$ cat config.mk
export PLATFORM = sky130hd
export DESIGN_NAME = nonce_select_flat
export DESIGN_NICKNAME = d
export VERILOG_FILES = /design/src/rtl/nonce_select_if.sv /design/src/rtl/nonce_select.sv /design/src/flat_wrapper.sv
export SDC_FILE = /design/constraint.sdc
export NUM_CORES = 1
export LEC_CHECK = 0
export ABC_AREA = 1
export CORE_ASPECT_RATIO = 1.5
export CORE_MARGIN = 2
export CORE_UTILIZATION = 65
export CTS_CLUSTER_SIZE = 14
export DETAILED_ROUTE_END_ITERATION = 6
export DONT_BUFFER_PORTS = 1
export GPL_TIMING_DRIVEN = 0
export PLACE_DENSITY = 0.81
export SLEW_MARGIN = 20
export SYNTH_ARGS = -nofsm -noshare
export SYNTH_HDL_FRONTEND = slang
export SYNTH_SLANG_ARGS = --single-unit
$ cat constraint.sdc
create_clock -name clk -period 2.36 [get_ports clk]
set_input_delay 0.472 -clock clk [delete_from_list [all_inputs] [get_ports clk]]
set_output_delay 0.472 -clock clk [all_outputs]
set_load 0.01 [all_outputs]
$ cat src/rtl/nonce_select_if.sv
// -----------------------------------------------------------------------------
// nonce_select_if
// Word-wide read bus between nonce_select and the H0 result memory.
//   mem_clk        : memory clock, a copy of the block clock
//   mem_we         : write enable; the block only reads, so this is held at 0
//   mem_addr       : 16-bit word address
//   mem_write_data : write data; unused, held at 0
//   mem_read_data  : read data, valid one cycle after its address is presented
// Modports: master = nonce_select side, slave = memory side.
// -----------------------------------------------------------------------------
interface nonce_select_if;
   logic        mem_clk;
   logic        mem_we;
   logic [15:0] mem_addr;
   logic [31:0] mem_write_data;
   logic [31:0] mem_read_data;

   modport master (
      output mem_clk,
      output mem_we,
      output mem_addr,
      output mem_write_data,
      input  mem_read_data
   );

   modport slave (
      input  mem_clk,
      input  mem_we,
      input  mem_addr,
      input  mem_write_data,
      output mem_read_data
   );
endinterface

$ cat src/rtl/nonce_select.sv
// -----------------------------------------------------------------------------
// nonce_select
// Scans NUM_NONCE consecutive 32-bit H0 words starting at hash_addr. For each
// word it tracks the minimum value (with its index) and counts how many words
// fall strictly below target. The run takes NUM_NONCE+1 cycles from the start
// edge to the done pulse.
//
// Parameters:
//   NUM_NONCE   : words scanned per run, legal range 1..255
// Ports:
//   clk         : clock, rising edge
//   reset_n     : asynchronous active-low reset
//   start       : run request, sampled only while idle
//   hash_addr   : base word address of the H0 array (latched at start)
//   target      : unsigned threshold (latched at start)
//   done        : one-cycle completion pulse
//   found       : at least one word strictly below target
//   best_nonce  : index of the minimum word (lowest index on ties)
//   min_hash    : minimum word value
//   match_count : number of words strictly below target
//   mem         : read bus to the H0 memory (master side)
// -----------------------------------------------------------------------------
module nonce_select #(
   parameter int NUM_NONCE = 16
) (
   input  logic                clk,
   input  logic                reset_n,
   input  logic                start,
   input  logic [15:0]         hash_addr,
   input  logic [31:0]         target,
   output logic                done,
   output logic                found,
   output logic [7:0]          best_nonce,
   output logic [31:0]         min_hash,
   output logic [7:0]          match_count,
   nonce_select_if.master      mem
);

   localparam logic [7:0] IDX_MAX  = 8'(NUM_NONCE - 1);
   localparam logic [7:0] CNT_LAST = 8'(NUM_NONCE);

   typedef enum logic [1:0] {
      IDLE = 2'd0,
      READ = 2'd1,
      DONE = 2'd2
   } state_t;

   state_t      state;
   state_t      state_nxt;

   logic [15:0] base_q;
   logic [31:0] target_q;
   logic [7:0]  rd_idx;
   logic [7:0]  cnt;
   logic        cap_vld_p1;
   logic [7:0]  cap_idx_p1;
   logic [31:0] rdata_p1;

   // Increment that sticks at a ceiling instead of wrapping.
   function automatic logic [7:0] sat_inc8(input logic [7:0] val, input logic [7:0] ceil);
      sat_inc8 = (val >= ceil) ? val : val + 8'd1;
   endfunction

   // Memory bus: read-only, address follows the read index only while scanning.
   assign mem.mem_clk        = clk;
   assign mem.mem_we         = 1'b0;
   assign mem.mem_write_data = 32'd0;
   assign mem.mem_addr       = (state == READ) ? (base_q + {8'd0, rd_idx}) : base_q;

   // ---- stage p0: address issue (rd_idx) / stage p1: data return ----
   // cnt counts cycles spent in READ. The word addressed in READ cycle j is
   // on mem_read_data during cycle j+1, so a capture happens whenever cnt is
   // non-zero and belongs to word index cnt-1. The capture at cnt==NUM_NONCE
   // is the last one and coincides with the move to DONE.
   assign rdata_p1   = mem.mem_read_data;
   assign cap_vld_p1 = (state == READ) && (cnt != 8'd0);
   assign cap_idx_p1 = cnt - 8'd1;

   assign found = (match_count != 8'd0);

   always_ff @(posedge clk or negedge reset_n) begin
      if (!reset_n) begin
         state <= IDLE;
      end else begin
         state <= state_nxt;
      end
   end

   always_comb begin
      state_nxt = state;
      done      = 1'b0;
      unique case (state)
         IDLE: begin
            if (start) state_nxt = READ;
         end
         READ: begin
            if (cnt == CNT_LAST) state_nxt = DONE;
         end
         DONE: begin
            done      = 1'b1;
            state_nxt = IDLE;
         end
         default: state_nxt = IDLE;
      endcase
   end

   always_ff @(posedge clk or negedge reset_n) begin
      if (!reset_n) begin
         base_q      <= 16'd0;
         target_q    <= 32'd0;
         rd_idx      <= 8'd0;
         cnt         <= 8'd0;
         match_count <= 8'd0;
         min_hash    <= 32'hFFFF_FFFF;
         best_nonce  <= 8'd0;
      end else begin
         if (state == IDLE && start) begin
            base_q      <= hash_addr;
            target_q    <= target;
            rd_idx      <= 8'd0;
            cnt         <= 8'd0;
            match_count <= 8'd0;
            min_hash    <= 32'hFFFF_FFFF;
            best_nonce  <= 8'd0;
         end else if (state == READ) begin
            rd_idx <= sat_inc8(rd_idx, IDX_MAX);
            cnt    <= cnt + 8'd1;
            if (cap_vld_p1) begin
               if (rdata_p1 < target_q) begin
                  match_count <= sat_inc8(match_count, 8'hFF);
               end
               // Strict compare keeps the earlier index on equal values.
               if (rdata_p1 < min_hash) begin
                  min_hash   <= rdata_p1;
                  best_nonce <= cap_idx_p1;
               end
            end
         end
      end
   end

endmodule
$ cat src/flat_wrapper.sv
// flat-port wrapper written by rule: the top's interface ports become plain ports
module nonce_select_flat 
#(
   parameter int NUM_NONCE = 16
)
  (clk, reset_n, start, hash_addr, target, done, found, best_nonce, min_hash, match_count, mem_mem_clk, mem_mem_we, mem_mem_addr, mem_mem_write_data, mem_mem_read_data);
  nonce_select_if mem_i ();
  input  logic clk;
  input  logic reset_n;
  input  logic start;
  input  logic [15:0] hash_addr;
  input  logic [31:0] target;
  output logic done;
  output logic found;
  output logic [7:0] best_nonce;
  output logic [31:0] min_hash;
  output logic [7:0] match_count;
  output wire logic [$bits(mem_i.mem_clk)-1:0] mem_mem_clk;
  output wire logic [$bits(mem_i.mem_we)-1:0] mem_mem_we;
  output wire logic [$bits(mem_i.mem_addr)-1:0] mem_mem_addr;
  output wire logic [$bits(mem_i.mem_write_data)-1:0] mem_mem_write_data;
  input wire logic [$bits(mem_i.mem_read_data)-1:0] mem_mem_read_data;
  assign mem_mem_clk = mem_i.mem_clk;
  assign mem_mem_we = mem_i.mem_we;
  assign mem_mem_addr = mem_i.mem_addr;
  assign mem_mem_write_data = mem_i.mem_write_data;
  assign mem_i.mem_read_data = mem_mem_read_data;
  nonce_select #(.NUM_NONCE(NUM_NONCE)) u_core (.clk(clk), .reset_n(reset_n), .start(start), .hash_addr(hash_addr), .target(target), .done(done), .found(found), .best_nonce(best_nonce), .min_hash(min_hash), .match_count(match_count), .mem(mem_i));
endmodule
==> metrics.cfg, run 1 <==
[run_status]
outcome = finished with violations
violations = negative hold slack, negative setup slack

[setup_path]
cp_data_required_time_ns = 1.89
worst_setup_path_start_kind = flop
cp.arrival_ns = 2.52
path_max_fanout = 4
endpoint_kind = output port
path_class = reg -> out

[synthesis]
syn_area_per_cell_um2 = 7.77
synthesis.area_um2 = 7530
yosysWarnings = 0
yosysSeqAreaShare_pct = 38.4
synth_seq_cells = 114
synth_cell_types = 38
post-synth-top-area-cell = dfrtp_1
syn-instance-count = 969
synthTopCellsByArea = dfrtp_1 (27%), nand2_1 (13%), ha_1 (13%), dfstp_2 (11%), inv_1 (5.8%)
yosysTopAreaCellShare_pct = 27.2

[global_routing]
antenna_found_initial = 0
grt_pass1_wl_um = 30500
grt_util_all_layers_pct = 30.8
grt_max_degree = 115
grt_overflow = 0
grt_pass1_vias = 6513

[timing]
fmax_ghz = 0.334
finalMaxSlewViolations = 0
tightest_slew_ns = 0.539
slew_headroom_pct = 64.1
whs_ns = -0.353
min_period_over_period_pct = 127
skew_ns = 0.00997
min_period_ns = 2.99
finalWorstSetupSlack_ns = -0.633
hold_viol = 114
grt_setup_unrepaired = yes
setup_viol = 14

[floorplanning]
core_um2 = 11400
start_util_pct = 66.0
fp.dieW_um = 91.9
die-area_um2 = 12500
die_y_um = 136
io_pins = 183
rows = 48

[place]
dp_cells = 1151
hpwl_um = 13100
globalplace.congestion = 0.899
numPortBuffers = 0

[pwr]
p_per_area_nw_per_um2 = 1420
power_mw = 12.9
ir_drop_v = 0.00111
leakagePower_nw = 4.75

[finish]
layout.nets = 1211
stdcell_count = 1214
n_antenna_cell = 0
final_util_pct = 79.6
multiInputGateArea_um2 = 4250
layout-area-overhead-vs-synth_pct = 20.5
drive_above_1_share_pct = 23.7
register_area_um2 = 2890
fill_cells = 825

[clock_network]
cts_tree = yes
clock_latency_ns = 0.52
clkTransAtPathRegs_ns = 0.05

[drt]
wl_um = 19700
first_pass_iters = 5
wl_per_cell_um = 16.2
ant_nets = 0
drc = 0
vias = 6632
drt-vias-per-instance = 5.46
first_iter_violations = 361

[job]
maxCapViolCount = 0

[min_path]
worstHoldPathType = in -> async

==> area by class of cell <==
cell class,instances,area share [%]
Tap cell,150,2.07
Sequential cell,114,31.9
Clock buffer,29,6.44
Buffer,67,4.88
Clock inverter,6,0.331
Timing Repair Buffer,28,2.44
Multi-Input combinational cell,696,46.8
Inverter,124,5.18
==> repair_timing <==
item                                   in CTS  in global routing
pin swaps                                  27                 13
gates cloned                                0                  0
gates resized for setup                    53                 42
setup endpoints to repair                  16                 56
endpoints found under the hold margin     114                114
setup buffers                              21                  8
==> cell families after synthesis <==
group	share of synthesized area (%)
compound gates	8.27
other cells	0.0498
fa+ha+maj	12.9
buf+inv	11.7
xor+xnor	2.33
simple gates	26.4
flops	38.4
==> registers in the layout, summed over array words and instances, names as in the netlist <==
signal	count
u_core.base_q	16
u_core.best_nonce	8
u_core.cnt	8
u_core.match_count	8
u_core.min_hash	32
u_core.rd_idx	8
u_core.state	2
u_core.target_q	32
==> critical path: stages, from the launching register on <==
cell and delay (ns):
dfrtp_1 0.39, ha_2 0.21, inv_2 0.08, fa_2 0.21
inv_2 0.05, nand3_2 0.07, nand2_4 0.06, a21oi_4 0.18
nor2_1 0.06, o21ai_1 0.17, nand2_2 0.12, nand3_1 0.13
nand2_1 0.06, o21ai_1 0.09, inv_1 0.11
==> worst paths after layout <==
check                               startpoint              endpoint  slack (ns)  cells past startpoint
setup / recovery              u_core.base_q[0]      mem_mem_addr[10]       -0.63                     14
hold / removal                         reset_n      u_core.base_q[6]       -0.35                      0
setup reg to reg           u_core.min_hash[27]  u_core.best_nonce[4]        0.08                     13
hold reg to reg             u_core.target_q[0]    u_core.target_q[0]        0.48                      2
max in group asynchronous              reset_n    u_core.min_hash[0]        2.40                      0
min in group clk                  hash_addr[5]      u_core.base_q[5]        0.06                      2
==> metal layers <==
metal	routed length [µm]	up-vias	share of wire, %	GRT usage [%]
li1	-	3213	-	-
met1	7170	3117	36	33.4
met2	10600	239	54	55.8
met3	1150	63	5.8	7.54
met4	782	0	4.0	15.3
met5	0	-	0	0
==> stage by stage <==
step | hold slack (ns) | worst slack, ns | instance area (µm²) | setup TNS, ns
floorplan | 0.176 | 0.107 | 7650 | 0
global placement | 0.180 | -0.182 | 7840 | -0.428
detailed placement | 0.181 | -0.157 | 7840 | -0.446
CTS | -0.358 | -0.459 | 8850 | -3.98
global route | -0.368 | -0.739 | 9080 | -8.79
finish | -0.353 | -0.633 | 9080 | -5.52
==> layout by cell type (no fill, tap or decap), types with 6 or more instances in the layout <==
cell / netlist / final
ha_4: 0 / 7
nor2_1: 41 / 40
o21ai_1: 8 / 10
inv_2: 7 / 10
buf_2: 18 / 18
xor2_1: 15 / 12
nand2_2: 3 / 11
nand2_1: 257 / 246
ha_1: 76 / 68
clkinv_2: 0 / 6
a21oi_1: 35 / 30
dfstp_2: 32 / 32
nand4_1: 11 / 11
nor3_1: 17 / 16
nand3_1: 76 / 70
or2_2: 31 / 31
buf_4: 38 / 59
dfrtp_1: 82 / 82
clkbuf_1: 11 / 12
conb_1: 1 / 33
buf_6: 0 / 7
clkbuf_16: 0 / 20
o21ai_0: 54 / 45
inv_1: 117 / 112
==> power by group <==
group	switching [mW]	internal (mW)
Clock	0.912	1.71
Combinational	3.75	2.51
Sequential	0.906	3.07
==> cells in the mapped netlist <==
cell type / number
a211oi_1: 2
a21o_1: 4
a21oi_1: 35
a21oi_2: 1
a31o_2: 1
a31oi_1: 3
and3_1: 1
buf_2: 18
buf_4: 38
clkbuf_1: 11
conb_1: 1
dfrtp_1: 82
dfstp_2: 32
fa_1: 1
ha_1: 76
inv_1: 117
inv_2: 7
nand2_1: 257
nand2_2: 3
nand2_4: 1
nand3_1: 76
nand3b_1: 5
nand4_1: 11
nor2_1: 41
nor2_2: 1
nor3_1: 17
nor3_2: 3
nor3_4: 1
nor4_1: 1
o211ai_1: 2
o21ai_0: 54
o21ai_1: 8
o22ai_1: 3
o31ai_1: 3
or2_0: 1
or2_2: 31
xnor2_1: 5
xor2_1: 15
(Power assumes the default switching activity.)
==> run 2, diff against run 1 <==
CORE_MARGIN = not set   (was 2)
CORE_UTILIZATION = 35   (was 65)
PLACE_DENSITY = not set   (was 0.81)
==> run 2 against run 1 <==
Against the previous run:
- the flow still finishes with violations (negative hold slack, negative setup slack)
- first-iteration DRC count fell by 34%
- non-clock buffer count rose by 2
- flip-flop and latch count did not move
- clock skew rose by 0.0044 ns
- global-route usage fell by 11 points
- die area rose by 77%
- worst setup slack improved by 0.081 ns
- count of clock-buffer cells in the layout fell by 9
- hold slack got worse by 0.020 ns
- combinational power rose by 6.4%
- final area rose by 4.5%
- fmax rose by 2.8%
- highest routed layer unchanged
==> metrics.cfg, run 2 (synthesis results as in run 1) <==
[run_status]
outcome = finished with violations  ; unchanged
violations = negative hold slack, negative setup slack  ; unchanged

[place]
globalplace.congestion = 0.879  ; was 0.899
dp_cells = 1269  ; was 1151
numPortBuffers = 0  ; unchanged
hpwl_um = 15100  ; was 13100 µm

[setup_path]
crit_family = adder cells  ; was simple AND/OR/NAND/NOR gates
path_max_fanout = 3  ; was 4
crit_buf_inv = 4  ; was 3
rr_endpoint = u_core.min_hash[15]  ; was u_core.best_nonce[4]
cpMaxStageDelayCell = dfrtp_1  ; unchanged
cp.arrival_ns = 2.44  ; was 2.52 ns
worst_setup_path_start_kind = flop  ; unchanged
cp_data_required_time_ns = 1.89  ; about the same
reg2reg_from = u_core.min_hash[23]  ; was u_core.min_hash[27]
path_cells = ha_4 > inv_2 > fa_2 > inv_2 > nand3_2 > nand2_4 > a21oi_4 > nor2_2 > o21ai_1 > nand2_1 > buf_6 > nand3_4 > o21ai_2 > inv_2  ; was ha_2 > inv_2 > fa_2 > inv_2 > nand3_2 > nand2_4 > a21oi_4 > nor2_1 > o21ai_1 > nand2_2 > nand3_1 > nand2_1 > o21ai_1 > inv_1
cpMostUsedCell = inv_2
reg2reg_depth = 13  ; unchanged
endpoint_kind = output port  ; unchanged
path_class = reg -> out  ; unchanged
cpPeakStageDelay_ns = 0.42  ; was 0.39 ns
reg2reg_slack_ns = 0.14  ; was 0.08 ns

[pwr]
ir_drop_v = 0.000633  ; was 0.00111 V
pwr-share-seq_pct = 29.1  ; was 30.9%
pwr-share-comb_pct = 48.8  ; was 48.7%
power_frac_clock_pct = 22.1  ; was 20.4%
leakagePower_nw = 4.81  ; was 4.75 nW
swShare_pct = 42.3  ; was 43.3%
internal-power_mw = 7.87  ; was 7.29 mW
power_switching_mw = 5.77  ; was 5.57 mW
p_per_area_nw_per_um2 = 1440  ; was 1420 nW/µm²

[floorplanning]
io_pins = 183  ; unchanged
die_y_um = 182  ; was 136 µm
die-area_um2 = 22100  ; was 12500 µm²
core_um2 = 21100  ; was 11400 µm²
start_util_pct = 35.8  ; was 66.0%
fp.dieW_um = 122  ; was 91.9 µm
rows = 65  ; was 48

[global_routing]
grt_pass1_wl_um = 32900  ; was 30500 µm
grt_util_all_layers_pct = 19.7  ; was 30.8%
grt_pass1_vias = 6479  ; was 6513
grt_max_degree = 115  ; unchanged
antenna_found_initial = 0  ; unchanged
grt_overflow = 0  ; unchanged

[timing]
setup_viol = 14  ; unchanged
grt_setup_unrepaired = yes  ; unchanged
fmax_ghz = 0.343  ; was 0.334 GHz
skew_ns = 0.0143  ; was 0.00997 ns
slew_headroom_pct = 57.0  ; was 64.1%
fin_setup_tns_ns = -4.90  ; was -5.52 ns
min_period_over_period_pct = 123  ; was 127%
hold_viol = 114  ; unchanged
tightest_slew_ns = 0.645  ; was 0.539 ns
min_period_ns = 2.91  ; was 2.99 ns
whs_ns = -0.373  ; was -0.353 ns
finalMaxSlewViolations = 0  ; unchanged
finalWorstSetupSlack_ns = -0.553  ; was -0.633 ns

[drt]
vias = 6421  ; was 6632
wl_per_cell_um = 15.7  ; was 16.2 µm
wl_um = 20900  ; was 19700 µm
drc = 0  ; unchanged
ant_nets = 0  ; unchanged
first_iter_violations = 237  ; was 361
drt-vias-per-instance = 4.81  ; was 5.46
first_pass_iters = 4  ; was 5

[clock_network]
clock_latency_ns = 0.54  ; was 0.52 ns
clkTransAtPathRegs_ns = 0.06  ; was 0.05 ns
cts_tree = yes  ; unchanged

[finish]
layout_common_cells = nand2_1 (246), inv_1 (109), dfrtp_1 (82), nand3_1 (68), ha_1 (64)  ; was nand2_1 (246), inv_1 (112), dfrtp_1 (82), nand3_1 (70), ha_1 (68)
final_util_pct = 45.1  ; was 79.6%
reg_top3 = u_core.min_hash: 32 flops, u_core.target_q: 32 flops, u_core.base_q: 16 flops  ; unchanged
drive_above_1_share_pct = 25.3  ; was 23.7%
stdcell_count = 1334  ; was 1214
final_common_cell = nand2_1  ; unchanged
n_antenna_cell = 0  ; unchanged
layout.nets = 1213  ; was 1211
layout-area-overhead-vs-synth_pct = 26.0  ; was 20.5%

[min_path]
worstHoldPathType = in -> async  ; unchanged

[job]
maxCapViolCount = 0  ; unchanged

-- run 2: repair_timing --
item | CTS | global route
buffers inserted | 19 | 11
pin swaps | 22 | 36
resized for setup | 60 | 65
hold endpoints to repair | 114 | 114
setup endpoints to repair | 56 | 63
cloned | 0 | 2
-- run 2: metrics by stage --
stage / setup slack [ns] / power, mW / area (µm²)
detailed placement: -0.164 / 9.28 / 7990
floorplan: 0.107 / 7.84 / 7650
CTS: -0.597 / 13.0 / 9090
finish: -0.553 / 13.6 / 9490
global placement: -0.142 / 9.16 / 7990
global route: -0.723 / 14.8 / 9490
-- run 2: layout make-up --
class	instances	area, µm²
buffer	67	479
multi-input combinational	696	4350
clock inverter	15	190
tap	268	335
fill	2071	11600
inverter	124	469
timing repair buffer	30	272
sequential	114	2890
clock buffer	20	500
-- run 2: worst max-delay path by stage --
| stage | startpoint | endpoint | cells past startpoint |
|---|---|---|---|
| floorplan | u_core.rd_idx[0] | mem_mem_addr[12] | 13 |
| global placement | u_core.rd_idx[0] | mem_mem_addr[12] | 13 |
| detailed placement | u_core.rd_idx[0] | mem_mem_addr[12] | 13 |
| CTS | u_core.base_q[0] | mem_mem_addr[12] | 13 |
| global route | u_core.rd_idx[3] | mem_mem_addr[8] | 11 |
| finish | u_core.base_q[0] | mem_mem_addr[10] | 14 |
-- run 2: power by group through the flow --
stage               Sequential, mW  Clock, mW  Combinational (mW)
global placement              3.95     0.0349                5.17
global route                  4.08       3.18                7.55
detailed placement            3.96     0.0349                5.29
finish                        3.97       3.02                6.66
CTS                           3.96       3.09                5.93
floorplan                     3.73     0.0349                4.08
-- run 2: routing by layer --
metal | wire length [µm] | track usage [%] | up-vias
met4 | 488 | 10.1 | 0
met5 | 0 | 0 | -
met1 | 8180 | 21.0 | 3000
met2 | 11300 | 35.9 | 168
met3 | 956 | 4.18 | 33
li1 | - | - | 3220
==> run 3, diff against run 2 <==
HOLD_SLACK_MARGIN = 0.12   (was not set)
SETUP_SLACK_MARGIN = 0.3   (was not set)
==> run 3 against run 2 <==
Against the previous run:
- the flow still finishes with violations (negative hold slack, negative setup slack)
- sequential share of layout area decreased by 3.7 points
- sequential power is 4% higher
- first-iteration DRC count is 33% higher
- fmax grew 2.0%
- critical path type unchanged
- cell count rose by 4.6%
- clock power down 1%
- flip-flop and latch count did not move
- highest routed layer unchanged
- largest cell class unchanged
- combinational power is 30% higher
- clock skew is 0.0057 ns lower
- core utilization increased by 6.2 points
- global-route usage rose by 1.2 points
==> metrics.cfg, run 3 (synthesis results as in run 1) <==
[floorplanning]
io_pins = 183  ; unchanged
start_util_pct = 35.8  ; unchanged
die-area_um2 = 22100  ; unchanged
core_um2 = 21100  ; unchanged
rows = 65  ; unchanged
die_y_um = 182  ; unchanged
fp.dieW_um = 122  ; unchanged

[drt]
wl_um = 22400  ; was 20900 µm
ant_nets = 0  ; unchanged
first_iter_violations = 316  ; was 237
wl_per_cell_um = 16.1  ; was 15.7 µm
drt-vias-per-instance = 4.91  ; was 4.81
first_pass_iters = 4  ; unchanged
vias = 6843  ; was 6421
drc = 0  ; unchanged

[timing]
finalWorstSetupSlack_ns = -0.494  ; was -0.553 ns
setup_viol = 14  ; unchanged
slew_headroom_pct = 60.4  ; was 57.0%
min_period_ns = 2.85  ; was 2.91 ns
tightest_slew_ns = 0.590  ; was 0.645 ns
whs_ns = -0.368  ; was -0.373 ns
min_period_over_period_pct = 121  ; was 123%
skew_ns = 0.00865  ; was 0.0143 ns
hold_viol = 114  ; unchanged
grt_setup_unrepaired = yes  ; unchanged
fmax_ghz = 0.350  ; was 0.343 GHz
finalMaxSlewViolations = 0  ; unchanged

[finish]
reg_top3 = u_core.min_hash: 32 flops, u_core.target_q: 32 flops, u_core.base_q: 16 flops  ; unchanged
layout.nets = 1274  ; was 1213
final_common_cell = nand2_1  ; unchanged
drive_above_1_share_pct = 35.7  ; was 25.3%
stdcell_count = 1395  ; was 1334
stdcell_area_um2 = 10800  ; was 9490 µm²
n_antenna_cell = 0  ; unchanged
layout_common_cells = nand2_1 (179), inv_1 (94), dfrtp_1 (81), nand2_2 (62), buf_4 (61)  ; was nand2_1 (246), inv_1 (109), dfrtp_1 (82), nand3_1 (68), ha_1 (64)
layout-area-overhead-vs-synth_pct = 43.4  ; was 26.0%

[setup_path]
path_cells = ha_4 > a21oi_1 > nand2_2 > a21oi_4 > nor2_1 > o21ai_1 > nand2_2 > nand3_1 > xor2_1 > inv_2  ; was ha_4 > inv_2 > fa_2 > inv_2 > nand3_2 > nand2_4 > a21oi_4 > nor2_2 > o21ai_1 > nand2_1 > buf_6 > nand3_4 > o21ai_2 > inv_2
path_class = reg -> out  ; unchanged
crit_buf_inv = 1  ; was 4
reg2reg_slack_ns = 0.10  ; was 0.14 ns
cp_data_required_time_ns = 1.89  ; about the same
crit_family = compound AO/OA/AOI/OAI gates  ; was adder cells
cpMaxStageDelayCell = dfrtp_1  ; unchanged
worst_setup_path_start_kind = flop  ; unchanged
cp.arrival_ns = 2.38  ; was 2.44 ns
path_max_fanout = 4  ; was 3
cpPeakStageDelay_ns = 0.42  ; about the same
cpMostUsedCell = nand2_2  ; was inv_2
endpoint_kind = output port  ; unchanged

[min_path]
worstHoldPathType = in -> async  ; unchanged

[run_status]
violations = negative hold slack, negative setup slack  ; unchanged
outcome = finished with violations  ; unchanged

[global_routing]
grt_max_degree = 115  ; unchanged
antenna_found_initial = 0  ; unchanged
grt_overflow = 0  ; unchanged
grt_util_all_layers_pct = 20.9  ; was 19.7%
grt_pass1_vias = 6854  ; was 6479
grt_pass1_wl_um = 34800  ; was 32900 µm

[place]
dpl-instance-area_um2 = 8060  ; was 7990 µm²
dp_cells = 1269  ; unchanged
globalplace.congestion = 0.831  ; was 0.879
numPortBuffers = 0  ; unchanged
hpwl_um = 15200  ; was 15100 µm

[clock_network]
cts_hold_buf = 48
cts_tree = yes  ; unchanged
clock_latency_ns = 0.54  ; about the same
clkTransAtPathRegs_ns = 0.06  ; about the same

[pwr]
ir_drop_v = 0.000745  ; was 0.000633 V
power_mw = 15.7  ; was 13.6 mW
p_per_area_nw_per_um2 = 1450  ; was 1440 nW/µm²
leakagePower_nw = 5.27  ; was 4.81 nW

[job]
maxCapViolCount = 0  ; unchanged

run 3: final cells by class:
cell class | instances | area, µm²
Fill cell | 1949 | 10300
Multi-Input combinational cell | 697 | 4890
Sequential cell | 114 | 2890
Timing Repair Buffer | 90 | 992
Clock buffer | 25 | 549
Buffer | 67 | 543
Inverter | 124 | 473
Tap cell | 268 | 335
Clock inverter | 10 | 131
run 3: routing by layer:
layer  routed length, µm  track usage [%]
met1                8480             21.9
met2               12400             38.4
met4                 510             8.89
met5                   0                0
met3                1010             5.62
run 3: timing repair:
| item | in CTS | in global routing |
|---|---|---|
| gates cloned | 7 | 1 |
| endpoints found under the setup margin | 64 | 70 |
| resized for setup | 177 | 90 |
| setup buffers | 20 | 15 |
| hold endpoints to repair | 162 | 114 |
| pin swaps | 43 | 42 |
run 3: path summary, 6_finish.rpt:
kind / from / to / cells past startpoint
max in group asynchronous: reset_n / u_core.min_hash[24] / 0
hold reg to reg: u_core.target_q[0] / u_core.target_q[0] / 2
hold / removal: reset_n / u_core.target_q[6] / 0
min in group clk: mem_mem_read_data[0] / u_core.min_hash[0] / 4
setup / recovery: u_core.base_q[3] / mem_mem_addr[12] / 10
setup reg to reg: u_core.min_hash[14] / u_core.min_hash[24] / 14
run 3: metrics by stage:
step	worst slack [ns]	setup TNS [ns]	utilization (%)
floorplan	0.153	0	-
global placement	-0.0997	-0.338	38.3
detailed placement	-0.0830	-0.341	38.3
CTS	-0.539	-4.68	48.9
global route	-0.623	-6.21	51.3
finish	-0.494	-4.64	51.3
run 3: where the power goes:
part | internal [mW] | switching (mW)
sequential | 3.08 | 1.03
clock | 1.97 | 1.01
combinational | 4.02 | 4.61
total | 9.07 | 6.64
